===== config.mk =====
export PLATFORM = sky130hd
export DESIGN_NAME = ahb_regbank
export DESIGN_NICKNAME = d
export VERILOG_FILES = /design/src/rtl/ahb_regbank.sv
export SDC_FILE = /design/constraint.sdc
export NUM_CORES = 1
export LEC_CHECK = 0
export CAP_MARGIN = 20
export CELL_PAD_IN_SITES_DETAIL_PLACEMENT = 0
export CELL_PAD_IN_SITES_GLOBAL_PLACEMENT = 2
export CORE_UTILIZATION = 31
export CTS_CLUSTER_SIZE = 28
export DETAILED_ROUTE_END_ITERATION = 8
export PLACE_DENSITY_LB_ADDON = 0.1
export SLEW_MARGIN = 10
export SYNTH_ARGS = -nofsm -noshare
export SYNTH_HDL_FRONTEND = slang
export SYNTH_SLANG_ARGS = --single-unit

===== constraint.sdc =====
create_clock -name clk -period 2 [get_ports clk]
set_clock_uncertainty 0.1 [all_clocks]
set_input_delay 0.4 -clock clk [delete_from_list [all_inputs] [get_ports clk]]
set_output_delay 0.4 -clock clk [all_outputs]
set_load 0.01 [all_outputs]

===== src/rtl/ahb_regbank.sv =====
// ahb_regbank: AHB slave register bank with configurable wait states.
//
// NUM_REGS registers of DATA_W bits sit behind a single-clock AHB slave port.
// OKAY transfers have a data phase of WAIT_STATES+1 cycles. Error transfers
// (below BASE_ADDR, beyond the last register, or unaligned) get the two-cycle
// ERROR response. Register contents are exported in parallel on reg_q.
//
// Ports:
//   clk          clock, rising edge
//   rst_n        asynchronous active-low reset
//   hsel         slave select
//   htrans       1 = active transfer, 0 = idle
//   haddr        byte address
//   hwrite       1 = write, 0 = read
//   hready       bus-level ready; address phase accepted only when high
//   hwdata       write data, valid in the data phase
//   hready_resp  slave ready; low stalls the data phase
//   hresp        0 = OKAY, 1 = ERROR
//   hrdata       registered read data, non-zero only in the last cycle of a read
//   reg_q        register i at bits [i*DATA_W +: DATA_W]
module ahb_regbank #(
    parameter int unsigned       DATA_W      = 32,
    parameter int unsigned       ADDR_W      = 32,
    parameter int unsigned       NUM_REGS    = 8,
    parameter logic [ADDR_W-1:0] BASE_ADDR   = '0,
    parameter int unsigned       WAIT_STATES = 0
) (
    input  logic                         clk,
    input  logic                         rst_n,
    input  logic                         hsel,
    input  logic                         htrans,
    input  logic [ADDR_W-1:0]            haddr,
    input  logic                         hwrite,
    input  logic                         hready,
    input  logic [DATA_W-1:0]            hwdata,
    output logic                         hready_resp,
    output logic                         hresp,
    output logic [DATA_W-1:0]            hrdata,
    output logic [NUM_REGS*DATA_W-1:0]   reg_q
);

    localparam int unsigned BYTES = DATA_W / 8;
    localparam int unsigned IDX_W = (NUM_REGS > 1) ? $clog2(NUM_REGS) : 1;

    typedef enum logic [2:0] {
        StIdle,
        StWait,
        StLast,
        StErr1,
        StErr2
    } state_e;

    state_e              state_q, state_d;
    logic [3:0]          cnt_q, cnt_d;
    logic                wr_q, wr_d;
    logic [IDX_W-1:0]    idx_q, idx_d;
    logic [DATA_W-1:0]   hrdata_q, hrdata_d;
    logic [DATA_W-1:0]   regs_q [NUM_REGS];

    logic                accept;
    logic                final_cycle;
    logic                reg_we;
    logic [ADDR_W-1:0]   offset;
    logic [ADDR_W-1:0]   word_idx;
    logic                req_err;
    logic [IDX_W-1:0]    req_idx;

    // Address decode. The below-base test guards against the subtraction
    // wrapping around into a valid index.
    always_comb begin
        offset   = haddr - BASE_ADDR;
        word_idx = offset / ADDR_W'(BYTES);
        req_err  = (haddr < BASE_ADDR)
                || ((haddr % ADDR_W'(BYTES)) != '0)
                || (word_idx >= ADDR_W'(NUM_REGS));
        req_idx  = word_idx[IDX_W-1:0];
    end

    assign accept      = hsel & htrans & hready;
    assign final_cycle = (state_q == StIdle) || (state_q == StLast) || (state_q == StErr2);

    always_comb begin
        state_d  = state_q;
        cnt_d    = cnt_q;
        wr_d     = wr_q;
        idx_d    = idx_q;
        hrdata_d = '0;
        reg_we   = 1'b0;

        unique case (state_q)
            StIdle: ;
            StWait: begin
                if (cnt_q == 4'd0) begin
                    state_d = StLast;
                    if (!wr_q) begin
                        hrdata_d = regs_q[idx_q];
                    end
                end else begin
                    cnt_d = cnt_q - 4'd1;
                end
            end
            StLast: begin
                reg_we  = wr_q;
                state_d = StIdle;
            end
            StErr1: state_d = StErr2;
            StErr2: state_d = StIdle;
            default: state_d = StIdle;
        endcase

        // New address phase overlapping the final cycle of the previous one.
        if (final_cycle && accept) begin
            if (req_err) begin
                state_d = StErr1;
                wr_d    = 1'b0;
                idx_d   = '0;
            end else begin
                wr_d  = hwrite;
                idx_d = req_idx;
                if (WAIT_STATES > 0) begin
                    state_d = StWait;
                    cnt_d   = 4'(WAIT_STATES - 1);
                end else begin
                    state_d = StLast;
                    if (!hwrite) begin
                        // A write to the same register commits on this very
                        // edge, so the read must see hwdata directly.
                        if (reg_we && (idx_q == req_idx)) begin
                            hrdata_d = hwdata;
                        end else begin
                            hrdata_d = regs_q[req_idx];
                        end
                    end
                end
            end
        end
    end

    always_ff @(posedge clk or negedge rst_n) begin
        if (!rst_n) begin
            state_q  <= StIdle;
            cnt_q    <= 4'd0;
            wr_q     <= 1'b0;
            idx_q    <= '0;
            hrdata_q <= '0;
        end else begin
            state_q  <= state_d;
            cnt_q    <= cnt_d;
            wr_q     <= wr_d;
            idx_q    <= idx_d;
            hrdata_q <= hrdata_d;
        end
    end

    always_ff @(posedge clk or negedge rst_n) begin
        if (!rst_n) begin
            for (int unsigned i = 0; i < NUM_REGS; i++) begin
                regs_q[i] <= '0;
            end
        end else if (reg_we) begin
            regs_q[idx_q] <= hwdata;
        end
    end

    assign hready_resp = !((state_q == StWait) || (state_q == StErr1));
    assign hresp       = (state_q == StErr1) || (state_q == StErr2);
    assign hrdata      = hrdata_q;

    for (genvar i = 0; i < NUM_REGS; i++) begin : g_reg_q
        assign reg_q[i*DATA_W +: DATA_W] = regs_q[i];
    end

endmodule


==> impl_results.md <==
- Drt first pass iters: 5
- Routed wl met2: around 33 mm
- Multi-input gate area in the final layout: slightly below 9000 um^2
- Period utilization: 113%
- Peak supply drop: roughly 0.45 mV
- CP Depth: 7
- Uppermost layer routed: met4
- Clock Path Buffers: 3
- Area Overhead vs Synth: 60.1%
- IO Port Bufs: roughly 360
- Clk sinks: around 300
- Status: complete, but fails checks
- Filler cell count: 4496
- Post-DRT Antenna Nets: 0
- Worst hold slack: between 0.15 and 0.2 ns
- Metal3 WL: 3.95 mm
- LEAKAGE: 0.0115 uW
- 1st-iter DRT viols: about 800
- Post-route cell area: 25000 um^2
- Critical-path cell list: inv_2, or4b_4, buf_12, nor4_4, buf_6, buf_12, mux2_4
- # DRC: 0
- Max FO, Critical Path: 8
- CP Data Required Time: 2.34 ns
- Fin worst setup slack: -0.255 ns
- Tmin final: around 2.3 ns
- Post-Syn Nets: 1209
- Setup TNS: -28.47 ns
- Mux share of post-synthesis cell area: 34.5%
- Synth Cell Area: around 16000 um^2
- Endpoints failing setup: between 200 and 250
- Hold Fails Final Rpt: 0
- FF/Latch Area: about 7500 um^2
- Critical Path End: reg_q[3]
- Final cell count without fillers: approximately 2400
- M1 WL: 30.4 mm
- Synth Area in Simple Gates: under 10%
- Setup crit end kind: register
- Clock Latency Late Sink: 0.57 ns
- Core ar.: 49300 um^2
- Std cell rows: between 80 and 90
- Clock root buffer: clkbuf_16
- Max stage delay on crit path: approximately 0.56 ns
- Crit-path leading delay family: simple AND/OR/NAND/NOR gates
- Global-route wire length before repair: approximately 100 mm
- CTS HTree Levels: 2
- GP Congestion: around 0.82
- Xor and xnor area share after synthesis: 0.225%
- Adder-cell share of the synthesized area: 0.0803%
- Critical Path Start Type: register
- Placed insts: approximately 2200
- Clock transition at path regs: ~0.060 ns
- Max Slew Vio Count: 0
- FMAX: 443 MHz
- Reg2Reg Depth: 7
- Number of global-route vias before repair: 13700
- Min-Delay Path Class: input pin to register
- Post-synth EDFFs: 0
- Initial Util: a little under a third
- Final nets: 1795
- Die area: between 50000 and 60000 um^2
- Critical path data arrival time: about 2.6 ns
- GR Overflow Total: 0
- Total track usage: 26.9%
- Synth cell types: between 50 and 60
- DR vias/cell: about 5.4
- Post-synthesis cell count: about 1100
- Register bit count reported by yosys: approximately 300
- Critical Path Slowest Stage Cell: or4b_4
- Largest family of logic cells by synthesized area: multiplexers
- DRT Wirelength: ~69 mm
- Ys flop type: dfrtp_1
- Critical path origin: state_q[1]
- Inserted Clock Buffers: 37
- Most frequent CP cell: buf_12
- Layout cell share with drive strength beyond 1: around half
- Die X: 226 um
- Worst slew pin tran: roughly 0.6 ns
- Sequential area share after synthesis: between 40% and 50%
- WL per Instance: ~29 um
- Failing checks: negative setup slack
- IO Pins: 360
- Die Height: ~230 um
- Yosys warns: 0
- Worst r2r src: state_q[1]
- Worst reg2reg path endpoint: reg_q[3]
- WP buf/inv: 4
- Max-Cap Viols: 0
- CTS tree: built
- DPL Wire Length: between 40 and 50 mm
- Largest net degree at the start of global routing: between 50 and 60
- Worst Path Class, Setup: register to register
- Reg2reg setup slack: -0.26 ns
- Placed inst area: 21700 um^2
- Via Count: approximately 13000
- Ant diodes: 0
- Compound-Gate Fraction of Synth Area: about 8.4%
- Ys async rst share: 100%
- Antenna violations before repair: 0
- RSZ-0062 raised after global routing: true
- Syn_area_per_cell: about 14 um^2
- Power density cells: between 500 and 600 nW/um^2
- Max-slew headroom: between 60% and 70%
-- metrics by stage --
| step | worst slack, ns | util [%] | power (uW) |
|---|---|---|---|
| 6_report | -0.255 | 50.7 | 14600 |
| 5_1_grt | -0.300 | 50.7 | 15100 |
| 4_1_cts | -0.242 | 49.6 | 14800 |
| 3_5_place_dp | -0.837 | 44.1 | 7850 |
| 3_3_place_gp | -0.823 | 44.1 | 7840 |
| 2_1_floorplan | -0.151 | - | 6910 |
-- metal layers --
| layer | GRT usage, % | vias to the layer above |
|---|---|---|
| met1 | 37.3 | 6920 |
| met3 | 3.94 | 86 |
| met2 | 43.5 | 464 |
| met4 | 7.89 | 0 |
| met5 | 0 | - |
| li1 | - | 5545 |
-- cells in the final DEF, fill, tap and decap left out, types with 14 or more instances in the layout --
master | Yosys | layout
clkbuf_16 | 0 | 45
a22oi_1 | 25 | 25
buf_6 | 1 | 31
nand2_1 | 25 | 25
dfrtp_1 | 299 | 272
dfrtp_2 | 0 | 24
buf_12 | 0 | 58
a221oi_1 | 22 | 22
o21ai_0 | 26 | 18
mux2_4 | 0 | 129
nor2_1 | 52 | 34
nor2b_1 | 39 | 33
a21oi_1 | 14 | 14
mux2_2 | 288 | 167
a211oi_2 | 0 | 19
mux2i_1 | 16 | 15
buf_4 | 6 | 174
dlygate4sd2_1 | 0 | 275
clkdlybuf4s50_1 | 0 | 60
mux4_2 | 84 | 84
-- how the worst min path moves through the flow --
stage                   from         end  cells after the start
global placement       rst_n   reg_q[53]                      1
global route        haddr[2]    idx_q[0]                      3
detailed placement     rst_n  reg_q[245]                      1
floorplan              rst_n    cnt_q[0]                      0
CTS                 haddr[2]    idx_q[0]                      3
finish              haddr[2]    idx_q[0]                      3
-- final cells by class --
class / count / share of cell area [%]
sequential: 299 / 30.1
multi-input combinational: 741 / 35.2
clock buffer: 59 / 4.69
inverter: 6 / 0.0902
timing repair buffer: 639 / 26.3
tap: 664 / 3.33
clock inverter: 5 / 0.216
-- worst min-delay path, delay by kind of cell --
kind | cells | cell delay (ns)
buffers and inverters | 2 | 0.26
AO/OA/AOI/OAI | 1 | 0.14
-- kinds of logic after synthesis --
group           after synthesis
simple gates                163
xor+xnor                      4
flops                       299
buf+inv                      98
mux                         396
fa+ha+maj                     1
compound gates              177
-- flip-flops by register name (all words and copies together), names as in the netlist --
signal / cells
reg_q: 256
hrdata: 32
cnt_q: 4
idx_q: 3
state_q: 3
wr_q: 1
-- cell usage after synthesis (6+ instances only) --
| cell | count | area, um^2 |
|---|---|---|
| nor2b_1 | 39 | 244 |
| nor2_1 | 52 | 195 |
| dfrtp_1 | 299 | 7480 |
| a22o_1 | 6 | 52.6 |
| a221oi_1 | 22 | 193 |
| nand2_1 | 25 | 93.8 |
| nand3_1 | 10 | 50.1 |
| a211oi_1 | 30 | 225 |
| o21ai_0 | 26 | 130 |
| clkbuf_1 | 35 | 131 |
| a22oi_1 | 25 | 188 |
| buf_2 | 38 | 190 |
| o22ai_1 | 6 | 37.5 |
| buf_1 | 11 | 41.3 |
| mux4_2 | 84 | 1890 |
| mux2i_1 | 16 | 160 |
| buf_4 | 6 | 45.0 |
| mux2_2 | 288 | 3240 |
| o31ai_2 | 10 | 125 |
| a21oi_1 | 14 | 70.1 |
| mux2_1 | 8 | 90.1 |
| a31oi_1 | 6 | 37.5 |
| o31ai_1 | 17 | 128 |
-- repair_timing --
item	in CTS	in global routing
resized for setup	457	94
hold buffers	1	0
hold endpoints to repair	185	0
setup endpoints to repair	531	303
pin swaps	25	22
setup buffers	92	18
gates cloned	16	7
-- where the power goes --
part	internal [uW]	switching [uW]	leakage [uW]
sequential	6190	153	0.00384
combinational	718	707	0.00701
clock	4120	2750	0.000607
Power figures use the tool's default switching activity.
